## src/rtl/cm42_rr_sequencer_if.sv

```systemverilog
// Handshake bundle between the ten requesters and the CM42 round-robin
// sequencer. The requester side drives req; the sequencer side drives the
// registered grant, BCD code, active-low select and status.
interface cm42_rr_sequencer_if;
    logic [9:0] req;
    logic       gnt_valid;
    logic [3:0] gnt_code;
    logic [9:0] sel_n;
    logic       busy_other;

    modport master (
        output req,
        input  gnt_valid,
        input  gnt_code,
        input  sel_n,
        input  busy_other
    );

    modport slave (
        input  req,
        output gnt_valid,
        output gnt_code,
        output sel_n,
        output busy_other
    );
endinterface

```

## src/rtl/cm42_rr_sequencer.sv

```systemverilog
// Round-robin arbiter and sequencer for the shared active-low one-of-ten
// BCD select resource. One requester holds the resource at a time, a hold
// limit forces release when others wait, and every handover passes through
// a one-cycle all-deselected gap (break-before-make).
module cm42_rr_sequencer #(
    parameter int unsigned NREQ     = 10,
    parameter logic [3:0]  MAX_HOLD = 4'd8
) (
    input logic           clk,
    input logic           rst_n,
    cm42_rr_sequencer_if.slave bus
);

    localparam logic [1:0] ST_IDLE  = 2'd0;
    localparam logic [1:0] ST_GRANT = 2'd1;
    localparam logic [1:0] ST_GAP   = 2'd2;

    localparam logic [NREQ-1:0] ONE_HOT0 = NREQ'(1);

    logic [1:0]      state_q, state_d;
    logic [3:0]      code_q, code_d;
    logic            valid_q, valid_d;
    logic [3:0]      hold_q, hold_d;
    logic [3:0]      last_q, last_d;
    logic [NREQ-1:0] sel_n_q, sel_n_d;
    logic            busy_q, busy_d;

    logic            found;
    logic [3:0]      winner;
    logic [4:0]      arb_sum;
    logic [NREQ-1:0] cur_mask;
    logic [NREQ-1:0] next_mask;
    logic            others;

    // Rotating search: first set req starting at last_ptr+1, wrapping 9 -> 0.
    always_comb begin
        // NOTE: every variable written here gets a default first so no latch is inferred.
        found   = 1'b0;
        winner  = 4'd0;
        arb_sum = 5'd0;
        for (int i = 0; i < NREQ; i++) begin
            arb_sum = {1'b0, last_q} + 5'(i) + 5'd1;
            if (arb_sum >= 5'(NREQ)) begin
                arb_sum = arb_sum - 5'(NREQ);
            end
            if (!found && bus.req[arb_sum[3:0]]) begin
                found  = 1'b1;
                winner = arb_sum[3:0];
            end
        end
    end

    // Requests pending from anyone other than the current holder.
    always_comb begin
        cur_mask = valid_q ? (ONE_HOT0 << code_q) : '0;
        others   = |(bus.req & ~cur_mask);
    end

    // Next-state logic for the IDLE / GRANT / GAP sequencer.
    always_comb begin
        state_d = state_q;
        code_d  = code_q;
        valid_d = valid_q;
        hold_d  = hold_q;
        last_d  = last_q;
        case (state_q)
            ST_GRANT: begin
                if (!bus.req[code_q] || (hold_q == MAX_HOLD && others)) begin
                    state_d = ST_GAP;
                    valid_d = 1'b0;
                    code_d  = 4'd0;
                    hold_d  = 4'd0;
                end else if (hold_q != MAX_HOLD) begin
                    hold_d = hold_q + 4'd1;
                end
            end
            default: begin
                // IDLE and GAP share the same arbitration; GAP never lasts
                // more than one cycle because it always leaves from here.
                if (found) begin
                    state_d = ST_GRANT;
                    valid_d = 1'b1;
                    code_d  = winner;
                    hold_d  = 4'd1;
                    last_d  = winner;
                end else begin
                    state_d = ST_IDLE;
                    valid_d = 1'b0;
                    code_d  = 4'd0;
                    hold_d  = 4'd0;
                end
            end
        endcase
    end

    // Decode the select and status from the next grant so the registered
    // outputs line up with the registered code in the same cycle.
    always_comb begin
        next_mask = valid_d ? (ONE_HOT0 << code_d) : '0;
        sel_n_d   = ~next_mask;
        busy_d    = |(bus.req & ~next_mask);
    end

    // State and output registers; reset clears any grant asynchronously.
    always_ff @(posedge clk or negedge rst_n) begin
        if (!rst_n) begin
            state_q <= ST_IDLE;
            code_q  <= 4'd0;
            valid_q <= 1'b0;
            hold_q  <= 4'd0;
            last_q  <= 4'd9;
            sel_n_q <= '1;
            busy_q  <= 1'b0;
        end else begin
            // NOTE: non-blocking assignments so every register samples pre-edge values.
            state_q <= state_d;
            code_q  <= code_d;
            valid_q <= valid_d;
            hold_q  <= hold_d;
            last_q  <= last_d;
            sel_n_q <= sel_n_d;
            busy_q  <= busy_d;
        end
    end

    assign bus.gnt_valid  = valid_q;
    assign bus.gnt_code   = code_q;
    assign bus.sel_n      = sel_n_q;
    assign bus.busy_other = busy_q;

endmodule

```

## src/flat_wrapper.sv

```systemverilog
// flat-port wrapper written by rule: the top's interface ports become plain ports
module cm42_rr_sequencer_flat 
#(
    parameter int unsigned NREQ     = 10,
    parameter logic [3:0]  MAX_HOLD = 4'd8
)
  (clk, rst_n, bus_req, bus_gnt_valid, bus_gnt_code, bus_sel_n, bus_busy_other);
  cm42_rr_sequencer_if bus_i ();
  input logic clk;
  input logic rst_n;
  input wire logic [$bits(bus_i.req)-1:0] bus_req;
  output wire logic [$bits(bus_i.gnt_valid)-1:0] bus_gnt_valid;
  output wire logic [$bits(bus_i.gnt_code)-1:0] bus_gnt_code;
  output wire logic [$bits(bus_i.sel_n)-1:0] bus_sel_n;
  output wire logic [$bits(bus_i.busy_other)-1:0] bus_busy_other;
  assign bus_i.req = bus_req;
  assign bus_gnt_valid = bus_i.gnt_valid;
  assign bus_gnt_code = bus_i.gnt_code;
  assign bus_sel_n = bus_i.sel_n;
  assign bus_busy_other = bus_i.busy_other;
  cm42_rr_sequencer #(.NREQ(NREQ), .MAX_HOLD(MAX_HOLD)) u_core (.clk(clk), .rst_n(rst_n), .bus(bus_i));
endmodule
```

## config.mk

```make
export PLATFORM = sky130hd
export DESIGN_NAME = cm42_rr_sequencer_flat
export DESIGN_NICKNAME = d
export VERILOG_FILES = /design/src/rtl/cm42_rr_sequencer_if.sv /design/src/rtl/cm42_rr_sequencer.sv /design/src/flat_wrapper.sv
export SDC_FILE = /design/constraint.sdc
export NUM_CORES = 1
export LEC_CHECK = 0
export ABC_CLOCK_PERIOD_IN_PS = 5200
export CELL_PAD_IN_SITES_DETAIL_PLACEMENT = 1
export CELL_PAD_IN_SITES_GLOBAL_PLACEMENT = 1
export CORE_MARGIN = 5
export CORE_UTILIZATION = 30
export CTS_CLUSTER_SIZE = 28
export DETAILED_ROUTE_END_ITERATION = 10
export GPL_TIMING_DRIVEN = 0
export HOLD_SLACK_MARGIN = 0.02
export PLACE_DENSITY_LB_ADDON = 0.1
export SKIP_CTS_REPAIR_TIMING = 1
export SLEW_MARGIN = 20
export SYNTH_ARGS = -nofsm -noshare
export SYNTH_HDL_FRONTEND = slang
export SYNTH_SLANG_ARGS = --single-unit
export TNS_END_PERCENT = 20
```

## constraint.sdc

```tcl
create_clock -name clk -period 5.2 [get_ports clk]
set_input_delay 0.52 -clock clk [delete_from_list [all_inputs] [get_ports clk]]
set_output_delay 0.52 -clock clk [all_outputs]
set_load 0.005 [all_outputs]
```

======== Word-level counts from Yosys, hierarchy flattened ========
Index checks and enable logic that the tools add are counted.
storage, ports and cells
  bits in registers ....................... 26
  output and inout bits ................... 16
cells by class
  add/subtract/negate cells ............... 29
  order comparisons ....................... 21
  equality and inequality tests ........... 5
  shifts and indexed selects .............. 2
  multiplexer cells ....................... 67
  bitwise logic cells ..................... 5
  reductions and logical operators ........ 24
operators with widths
  operator                                                                      count
  4-bit two-way mux                                                             26
  4-bit by 5-bit less-than comparator with 1-bit output, second input constant  11
  5-bit by 4-bit >= comparator with 1-bit output, second input constant         10
  5-bit by 1-bit adder with 5-bit output, second input constant                 9
  1-bit binary-select mux with 4-bit select                                     11
  4-bit subtractor, second input constant                                       10
  1-bit two-way mux                                                             26
  4-bit by 3-bit adder with 5-bit output, second input constant                 4
  10-bit bitwise AND                                                            2
  10-bit two-way mux                                                            2
  10-bit NOT                                                                    2
  10-bit OR reduction                                                           2
  1-bit by 4-bit left shift with 10-bit output, first input constant            2
  4-bit by 2-bit adder with 5-bit output, second input constant                 2
  4-bit by 4-bit adder with 5-bit output, second input constant                 2
  1-bit logical AND                                                             10
  1-bit zero test                                                               10
  4-bit by 1-bit adder with 5-bit output, second input constant                 1
  4-bit by 1-bit adder with 4-bit output, second input constant                 1
  4-bit == test, second input constant                                          1
  2-bit two-way mux                                                             2
  4-bit != test, second input constant                                          1
  3-bit by 1-bit != test with 1-bit output, second input constant               1
  2-bit by 1-bit == test with 1-bit output, second input constant               1
  other kinds (4)                                                               4

======== Depth between registers and ports, before layout ========
Gate-level depths: netlist (run 1).
  depth in word-level cells ............... 40
  mapped depth ............................ 23
  depth with buffers taken out ............ 18

======== Least setup slack after synthesis (run 1) ========
OpenSTA, ideal clock, no wires.
  path kind ............................... reg2reg
  start ................................... register u_core.last_q[0]
  end ..................................... register u_core.busy_q (netlist: u_core.bus.busy_other)
  library setup time ...................... 0.139 ns
  data arrival time ....................... 5.535 ns
  required time ........................... 5.061 ns
  setup slack ............................. -0.474 ns
  stages on the path, launching flop included .. 24
  buffers on the path ..................... 5
  clock period less this slack ............ 5.674 ns
  path through ............................ dfstp_2 -> buf_6 -> buf_6 -> buf_2 -> inv_1 -> ha_1 -> inv_1 -> buf_1 -> ha_1 -> clkbuf_1 -> inv_1 -> a221oi_2 -> o21ai_0 -> a21boi_1 -> o31ai_1 -> nand2b_1 -> nor3_1 -> a2111o_1 -> and4_1 -> nor2_2 -> inv_2 -> o41ai_1 -> o211ai_1 -> or4_1
between the ends
  longest elaborated chain between the ends .. 40
ends and longest elaborated chain
  element                                                                                          line                      source
  start: declaration                                                                               cm42_rr_sequencer.sv:24   logic [3:0] last_q, last_d;
  start signal: assignment                                                                         cm42_rr_sequencer.sv:120  last_q <= last_d;
  parallel branches: the longest is 33 deep, another holds 4-bit by 1-bit adder with 5-bit output  --
  4-bit two-way mux (*)                                                                            cm42_rr_sequencer.sv:80   if (found) begin
  4-bit two-way mux (*)                                                                            cm42_rr_sequencer.sv:66   case (state_q)
  named net u_core.code_d[1]                                                                       cm42_rr_sequencer.sv:21   logic [3:0] code_q, code_d;
  1-bit by 4-bit left shift with 10-bit output (*)                                                 cm42_rr_sequencer.sv:99   next_mask = valid_d ? (ONE_HOT0 << code_d) : '0;
  10-bit two-way mux (*)                                                                           cm42_rr_sequencer.sv:99
  10-bit NOT (*)                                                                                   cm42_rr_sequencer.sv:101  busy_d = |(bus.req & ~next_mask);
  10-bit bitwise AND (*)                                                                           cm42_rr_sequencer.sv:101
  10-bit OR reduction (*)                                                                          cm42_rr_sequencer.sv:101
  named net u_core.busy_d                                                                          cm42_rr_sequencer.sv:26   logic busy_q, busy_d;
  end signal: assignment                                                                           cm42_rr_sequencer.sv:122  busy_q <= busy_d;
  end: declaration                                                                                 cm42_rr_sequencer.sv:26
Mark *: on every way through the listed nets, which the timed path passes. The select of a mux whose other input is x is not followed.
A chain may end at the register's enable or synchronous reset.

======== Worst setup path in the final report (run 1) ========
  start ................................... register u_core.last_q[0]
  end ..................................... register u_core.busy_q (netlist: u_core.bus.busy_other)
between the ends
  longest elaborated chain between the ends .. 40
ends and longest elaborated chain
  element                                                                                          line                      source
  parallel branches: the longest is 36 deep, another holds 4-bit by 1-bit adder with 5-bit output  --
  10-bit two-way mux (*)                                                                           cm42_rr_sequencer.sv:99
  10-bit NOT (*)                                                                                   --
  named net u_core.sel_n_d[2]                                                                      cm42_rr_sequencer.sv:25   logic [NREQ-1:0] sel_n_q, sel_n_d;
  10-bit bitwise AND (*)                                                                           cm42_rr_sequencer.sv:101
  10-bit OR reduction (*)                                                                          cm42_rr_sequencer.sv:101
  named net u_core.busy_d                                                                          cm42_rr_sequencer.sv:26
Marked as above.

==> impl_metrics.py, run 1 <==
metrics = {
    "floorplan": {
        "pin_count": 28,
        "die_w_um": 135.5,
        "row_count": 45,
        "start_util_pct": 30.87,
        "die_h_um": 135.5,
        "coreArea_um2": 15310,
        "fp.dieArea_um2": 18370,
    },
    "routing": {
        "totalWireLength_um": 19850,
        "drt_iter0_drc": 408,
        "drc_errors": 0,
        "dr_total_vias": 5170,
        "drt_first_pass_iters": 5,
        "ant_nets": 0,
        "viasPerCell": 5.929,
        "wl_per_cell_um": 22.76,
    },
    "synth": {
        "ys_types": 102,
        "yosysSeqAreaShare_pct": 14.08,
        "synthesis.nets": 623,
        "ys.flop_type": "dfrtp_1",
        "ys_ff_latch": 26,
        "syn_area_um2": 4728,
        "ys_async_sr_fraction_pct": 100.0,
        "synth-edff-count": 0,
        "avgSynthCellArea_um2": 8.124,
        "ys_warn_count": 0,
        "synthCells": 582,
    },
    "finish": {
        "num-fill-cells": 1856,
        "syn2layout_area_growth_pct": 32.73,
        "layout.nets": 703,
        "drive_gt1_share_pct": 29.95,
        "diodes": 0,
    },
    "global_route": {
        "grt_start_max_net_pins": 27,
        "grt-ovfl-total": 0,
        "grt_pass1_wl_um": 29700,
        "grt_pass1_vias": 4972,
        "grtUsageTotal_pct": 20.59,
        "antenna_found_initial": 0,
    },
    "worst_setup_path": {
        "reg2reg_to": "u_core.bus.busy_other",
        "cp_max_fo": 8,
        "endpoint_kind": "flip-flop",
        "worstReg2RegStart": "u_core.last_q[0]",
        "crit_type": "flip-flop to flip-flop",
        "crit_path_start_kind": "flip-flop",
        "cp.required_ns": 5.32,
        "crit_arrival_ns": 5.73,
        "reg2reg_slack_ns": -0.41,
        "reg2reg_depth": 22,
    },
    "hold_path": {
        "hold_path.class": "input pin to async pin",
    },
    "clock_tree": {
        "insertion_delay_ns": 0.26,
        "cts_num_sinks": 26,
        "root_buffer": "clkbuf_16",
        "path_clk_slew_ns": 0.07,
        "ctsLongestPathBuffers": 2,
        "numCtsBuffers": 3,
        "cts_tree": "done",
        "cts-htree-levels": 1,
    },
    "sta": {
        "fin_crit_sh_pct": 107.9,
        "drv_slew": 0,
        "finClkSkew_ns": 0.004645,
        "hold_violations": 0,
        "slew_headroom_pct": 46.81,
        "period_minus_slack_ns": 5.611,
        "setup_viol": 1,
        "worstMarginPinSlew_ns": 0.7756,
        "fin_tns_setup_ns": -0.4109,
        "max_freq_mhz": 178.2,
        "fin_ws_ns": -0.4109,
        "grt_setup_unrepaired": "yes",
    },
    "place": {
        "place.gp.congestion": 0.9371,
        "port-buffer-count": 24,
        "dpl.hpwl_um": 15040,
    },
    "outcome": {
        "status": "finished, violations left",
        "violations": "setup timing",
    },
    "job": {
        "cap_violations": 0,
    },
}
==> worst max-delay path, cell delays in order, from the launching register on <==
cell and delay, ns:
dfstp_2 0.59, buf_6 0.14, buf_12 0.12, buf_12 0.12, clkinvlp_4 0.15, ha_4 0.39, clkinvlp_4 0.13, buf_12 0.16
ha_4 0.18, or4_4 0.52, o311a_1 0.13, nand4_1 0.23, buf_4 0.16, a21o_1 0.17, o31ai_4 0.13, a41o_1 0.29
a211oi_2 0.31, a211oi_2 0.17, buf_4 0.17, a211oi_4 0.35, nand3_2 0.11, o22a_1 0.21, or4_1 0.53
==> stage by stage <==
step / hold slack [ns] / utilization (%) / setup WS, ns / instance area [um^2] / cells
6_report: 0.2670 / 40.98 / -0.4109 / 6276 / 872
5_1_grt: 0.3132 / 40.98 / -0.5699 / 6276 / 872
4_1_cts: 0.2853 / 35.20 / -1.447 / 5390 / 821
3_5_place_dp: 0.5653 / 34.62 / -1.411 / 5301 / 817
3_3_place_gp: 0.5738 / 34.65 / -1.389 / 5306 / 817
2_1_floorplan: 0.2244 / - / 0.007629 / 4802 / 582
==> registers in the layout, indices dropped and copies added, names as in the netlist <==
name and count:
u_core.last_q 4, u_core.bus.busy_other 1, u_core.bus.sel_n 10, u_core.state_q 2
u_core.bus.gnt_code 4, u_core.bus.gnt_valid 1, u_core.hold_q 4
==> layout make-up <==
cell class / count / area [um^2] / share of cell area, %
tap: 211 / 264.0 / 4.207
buffer: 26 / 186.4 / 2.970
timing repair buffer: 79 / 708.2 / 11.28
multi-input combinational: 493 / 4223 / 67.28
inverter: 33 / 137.6 / 2.193
sequential: 26 / 668.1 / 10.65
clock buffer: 4 / 88.84 / 1.415
==> cells by family (layout without fill, tap and decap cells) <==
| kind of cell | after synthesis | in the layout | synth area share, % |
|---|---|---|---|
| compound gates | 197 | 197 | 33.45 |
| mux | 39 | 39 | 10.51 |
| fa+ha+maj | 29 | 29 | 7.833 |
| buf+inv | 63 | 142 | 5.954 |
| xor+xnor | 21 | 21 | 4.684 |
| flops | 26 | 26 | 14.08 |
| simple gates | 207 | 207 | 23.50 |
==> layout by cell type (no fill, tap or decap), types with 10 or more instances in the layout <==
cell type / synthesis / final
o21ai_0: 32 / 27
clkdlybuf4s50_1: 0 / 23
clkbuf_1: 14 / 11
dfrtp_1: 14 / 12
buf_4: 2 / 53
nor2_1: 34 / 30
nand3_1: 17 / 14
and2_1: 13 / 13
a21oi_1: 24 / 21
inv_1: 28 / 24
dfstp_2: 12 / 12
nor2b_1: 10 / 10
nor3_1: 19 / 17
ha_1: 28 / 22
mux2i_1: 19 / 19
nand2_1: 46 / 46
==> per-layer routing <==
layer  global-route usage [%]  part of all wire [%]  up-vias
met5                        0                     0        -
met4                    2.744                   1.3        0
met3                    2.860                   4.4       20
met2                    33.32                    47      123
met1                    29.86                    47     2636
li1                         -                     -     2391
==> worst max path at each step <==
| stage | start | end | slack, ns |
|---|---|---|---|
| floorplan | u_core.last_q[0] | u_core.bus.busy_other | 0.008 |
| global placement | u_core.last_q[0] | u_core.bus.busy_other | -1.39 |
| detailed placement | u_core.last_q[0] | u_core.bus.busy_other | -1.41 |
| CTS | u_core.last_q[0] | u_core.bus.busy_other | -1.45 |
| global route | u_core.last_q[0] | u_core.bus.busy_other | -0.57 |
| finish | u_core.last_q[0] | u_core.bus.busy_other | -0.41 |
==> synthesized netlist by cell type (9+ instances only) <==
library cell   n  area (um^2)
xnor2_1       13        113.9
mux2_2        10        112.6
nand3_1       17        85.08
inv_1         28        105.1
dfrtp_1       14        350.3
o21ai_0       32        160.2
nand2_1       46        172.7
nor3_1        19        95.09
clkbuf_1      14        52.55
a21oi_1       24        120.1
ha_1          28        350.3
dfstp_2       12        315.3
mux2i_1       19        190.2
nor2_1        34        127.6
nor2b_1       10        62.56
or3_1          9        56.30
nand2b_1       9        56.30
and2_1        13        81.33
Power of run 1 is left out: the tool's default activity adds up to more than one toggle a clock period on the data nets, which glitch-free logic cannot reach.
==> run 2: changes to the inputs <==
Settings changed: CORE_MARGIN 5 to default.
==> impl_metrics.py, run 2 (synthesized netlist as in run 1, its figures left out) <==
metrics = {
    "outcome": {
        "status": "finished, violations left",
        "violations": "setup timing",
    },
    "floorplan": {
        "pin_count": 28,
        "row_count": 45,
        "die_w_um": 127.5,
        "start_util_pct": 30.87,
        "die_h_um": 127.5,
        "fp.dieArea_um2": 16270,
        "coreArea_um2": 15310,
    },
    "routing": {
        "wl_met1_um": 9539,
        "totalWireLength_um": 19350,
        "wl_per_cell_um": 22.17,
        "drc_errors": 0,
        "drt_iter0_drc": 313,
        "drt_first_pass_iters": 5,
        "dr_total_vias": 5104,
        "top_layer": "met4",
        "ant_nets": 0,
        "met2WireLength_um": 8874,
        "dr_wl_met3_um": 726,
        "viasPerCell": 5.847,
    },
    "clock_tree": {
        "path_clk_slew_ns": 0.06,
        "cts_tree": "done",
        "cts_num_sinks": 26,
        "root_buffer": "clkbuf_16",
        "numCtsBuffers": 3,
        "insertion_delay_ns": 0.26,
        "ctsLongestPathBuffers": 2,
        "cts-htree-levels": 1,
    },
    "worst_setup_path": {
        "critical_path.top_delay_family": "compound AO/OA/AOI/OAI gates",
        "cp.required_ns": 5.32,
        "cp_max_fo": 8,
        "crit_path_start_kind": "flip-flop",
        "reg2reg_to": "u_core.bus.busy_other",
        "worstReg2RegStart": "u_core.last_q[0]",
        "slowest_delay_ns": 0.58,
        "critPathMostFrequentCell": "buf_12",
        "crit_buf_inv": 8,
        "slowest_stage": "dfstp_2",
        "path_cells": "buf_6, buf_12, buf_12, clkinvlp_4, buf_6, ha_4, clkinvlp_4, buf_12, ha_4, clkbuf_2, a21oi_1, a311oi_2, xnor2_1, o32a_1, o311ai_1, a211o_1, and3_1, a221oi_4, o221ai_4, a211oi_4, nand3_2, o22a_1, or4_1",
        "crit_arrival_ns": 5.80,
        "reg2reg_slack_ns": -0.49,
        "crit_type": "flip-flop to flip-flop",
        "endpoint_kind": "flip-flop",
        "reg2reg_depth": 23,
    },
    "sta": {
        "drv_slew": 0,
        "max_freq_mhz": 175.9,
        "period_minus_slack_ns": 5.685,
        "fin_ws_ns": -0.4854,
        "setup_viol": 1,
        "worstMarginPinSlew_ns": 0.8480,
        "grt_setup_unrepaired": "yes",
        "fin_crit_sh_pct": 109.3,
        "slew_headroom_pct": 41.85,
        "hold_violations": 0,
        "finClkSkew_ns": 0.004199,
    },
    "global_route": {
        "grt_pass1_vias": 4890,
        "grt-ovfl-total": 0,
        "grt_start_max_net_pins": 27,
        "grt_pass1_wl_um": 28970,
        "grtUsageTotal_pct": 23.11,
        "antenna_found_initial": 0,
    },
    "finish": {
        "final_cell_mix": "buf_4, nand2_1, nor2_1",
        "syn2layout_area_growth_pct": 33.02,
        "multiInputGateArea_um2": 4269,
        "seq_area_um2": 666.9,
        "num-fill-cells": 1794,
        "drive_gt1_share_pct": 31.12,
        "largest_reg_flops": 10,
        "diodes": 0,
        "layout_commonest_cell": "buf_4",
        "layout.nets": 704,
    },
    "job": {
        "cap_violations": 0,
    },
    "place": {
        "port-buffer-count": 24,
        "place.gp.congestion": 0.9033,
        "pre_cts_ws_ns": -1.212,
        "dpl.hpwl_um": 14990,
    },
    "hold_path": {
        "hold_path.class": "input pin to async pin",
    },
}
[run 2: metrics by stage]
| stage | area, um^2 | util [%] | std cells | TNS (ns) | hold slack, ns |
|---|---|---|---|---|---|
| after floorplan | 4802 | - | 582 | 0 | 0.2244 |
| after global placement | 5306 | 34.65 | 817 | -5.900 | 0.5692 |
| after detailed placement | 5306 | 34.65 | 817 | -6.640 | 0.5841 |
| after CTS | 5385 | 35.16 | 821 | -7.143 | 0.5929 |
| after global routing | 6290 | 41.07 | 873 | -0.8308 | 0.3060 |
| final | 6290 | 41.07 | 873 | -0.4854 | 0.2500 |
[run 2: layout make-up]
class / count / share of cell area (%)
Inverter: 33 / 2.268
Buffer: 26 / 2.924
Clock buffer: 4 / 1.253
Timing Repair Buffer: 80 / 10.88
Sequential cell: 26 / 10.60
Multi-Input combinational cell: 493 / 67.87
Tap cell: 211 / 4.197
[run 2: routing by layer]
layer,track usage (%),vias up
li1,-,2384
met1,33.87,2571
met2,37.93,131
met3,2.052,18
met4,1.961,0
met5,0,-
[run 2: worst max-delay path by stage]
stage	startpoint	end	cells past startpoint
detailed placement	u_core.last_q[0]	u_core.bus.busy_other	22
global placement	u_core.last_q[0]	u_core.bus.busy_other	22
finish	u_core.last_q[0]	u_core.bus.busy_other	23
CTS	u_core.last_q[0]	u_core.bus.busy_other	22
global route	u_core.last_q[0]	u_core.bus.busy_other	23
floorplan	u_core.last_q[0]	u_core.bus.busy_other	22
[run 2: worst reg2reg max path, delay by kind of cell (launching register included)]
family,cells,cell delay (ns)
buffers and inverters,8,1.23
flip-flops,1,0.58
AO/OA/AOI/OAI,9,1.97
adder cells (fa/ha/maj),2,0.54
XOR/XNOR,1,0.39
AND/OR/NAND/NOR,3,0.84
Power of run 2 is left out for the same reason.
==> run 3: changes to the inputs <==
Settings changed: PLACE_DENSITY from default to 0.69, PLACE_DENSITY_LB_ADDON 0.1 to default.
==> impl_metrics.py, run 3 (synthesized netlist as in run 1, its figures left out) <==
metrics = {
    "outcome": {
        "status": "finished, violations left",
        "violations": "setup timing",
    },
    "floorplan": {
        "fp.dieArea_um2": 16270,
        "coreArea_um2": 15310,
        "die_h_um": 127.5,
        "pin_count": 28,
        "die_w_um": 127.5,
        "start_util_pct": 30.87,
        "row_count": 45,
    },
    "worst_setup_path": {
        "path_cells": "buf_6, buf_12, buf_12, clkinvlp_4, buf_6, ha_4, clkinvlp_4, buf_12, ha_4, buf_4, nor3_4, nor2_2, o311ai_4, o31ai_4, nor3b_4, buf_12, nand4_4, or3_1, a211oi_4, o22ai_1, o41ai_2, o211ai_1, or4_1",
        "endpoint_kind": "flip-flop",
        "crit_buf_inv": 9,
        "critPathMostFrequentCell": "buf_12",
        "critical_path.top_delay_family": "simple AND/OR/NAND/NOR gates",
        "cp_max_fo": 8,
        "reg2reg_depth": 23,
        "cp.depth": 23,
        "cp.required_ns": 5.32,
        "slowest_stage": "dfstp_2",
        "crit_path_start_kind": "flip-flop",
        "crit_type": "flip-flop to flip-flop",
        "slowest_delay_ns": 0.59,
        "crit_arrival_ns": 6.02,
    },
    "clock_tree": {
        "cts-htree-levels": 1,
        "cts_num_sinks": 26,
        "path_clk_slew_ns": 0.06,
        "root_buffer": "clkbuf_16",
        "numCtsBuffers": 3,
        "cts_tree": "done",
        "ctsLongestPathBuffers": 2,
        "insertion_delay_ns": 0.26,
    },
    "finish": {
        "layout_commonest_cell": "buf_4",
        "stdcell_area_um2": 6424,
        "largest_reg_flops": 10,
        "layout.cells.non_filler": 876,
        "drive_gt1_share_pct": 33.38,
        "final_cell_mix": "buf_4, nand2_1, nor2_1",
        "seq_area_um2": 666.9,
        "diodes": 0,
        "syn2layout_area_growth_pct": 35.86,
        "multiInputGateArea_um2": 4367,
        "layout.nets": 707,
        "num-fill-cells": 1771,
    },
    "sta": {
        "period_minus_slack_ns": 5.907,
        "drv_slew": 0,
        "fin_ws_ns": -0.7072,
        "grt_setup_unrepaired": "yes",
        "fin_crit_sh_pct": 113.6,
        "worstMarginPinSlew_ns": 0.7989,
        "hold_violations": 0,
        "whs_ns": 0.2533,
        "max_freq_mhz": 169.3,
        "finClkSkew_ns": 0.004514,
        "slew_headroom_pct": 45.21,
        "fin_tns_setup_ns": -0.7072,
        "setup_viol": 1,
    },
    "routing": {
        "totalWireLength_um": 19990,
        "dr_total_vias": 5317,
        "drc_errors": 0,
        "wl_per_cell_um": 22.82,
        "viasPerCell": 6.070,
        "drt_first_pass_iters": 4,
        "drt_iter0_drc": 372,
        "ant_nets": 0,
    },
    "global_route": {
        "grt_pass1_vias": 5114,
        "grt_start_max_net_pins": 27,
        "use_met3_pct": 1.675,
        "grt_pass1_wl_um": 29040,
        "grtUsageMet1_pct": 31.65,
        "grt-ovfl-total": 0,
        "met2_usage_pct": 39.15,
        "grtUsageTotal_pct": 22.83,
        "grt-busiest-layer": "met2",
        "antenna_found_initial": 0,
    },
    "job": {
        "cap_violations": 0,
    },
    "place": {
        "dpl-instance-area_um2": 5306,
        "port-buffer-count": 24,
        "dp_cells": 817,
        "place.gp.congestion": 0.9681,
        "dpl.hpwl_um": 14360,
    },
    "hold_path": {
        "hold_path.class": "input pin to async pin",
    },
}
run 3: layer usage:
metal	vias up	part of all wire [%]
li1	2393	-
met5	-	0
met3	30	4.6
met2	154	48
met1	2740	45
met4	0	2.1
run 3: final cells by class:
class                      instances  area share [%]
timing repair buffer              83           11.14
buffer                            26           2.902
sequential                        26           10.38
inverter                          33           2.104
multi-input combinational        493           67.98
tap                              211           4.110
clock buffer                       4           1.383
run 3: path summary, 6_finish.rpt:
path / startpoint / slack, ns / endpoint
min: rst_n / 0.25 / u_core.bus.busy_other
min reg2reg: u_core.hold_q[3] / 0.61 / u_core.hold_q[3]
max reg2reg: u_core.last_q[0] / -0.71 / u_core.bus.busy_other
max in group asynchronous: rst_n / 4.53 / u_core.last_q[1]
max: u_core.last_q[0] / -0.71 / u_core.bus.busy_other
min in group clk: u_core.hold_q[3] / 0.61 / u_core.hold_q[3]
run 3: through the flow:
stage / util (%) / setup slack (ns)
global placement: 34.65 / -1.094
global route: 41.94 / -0.8804
floorplan: - / 0.007629
detailed placement: 34.65 / -1.118
CTS: 35.23 / -1.165
finish: 41.94 / -0.7072
Power of run 3 is left out for the same reason.
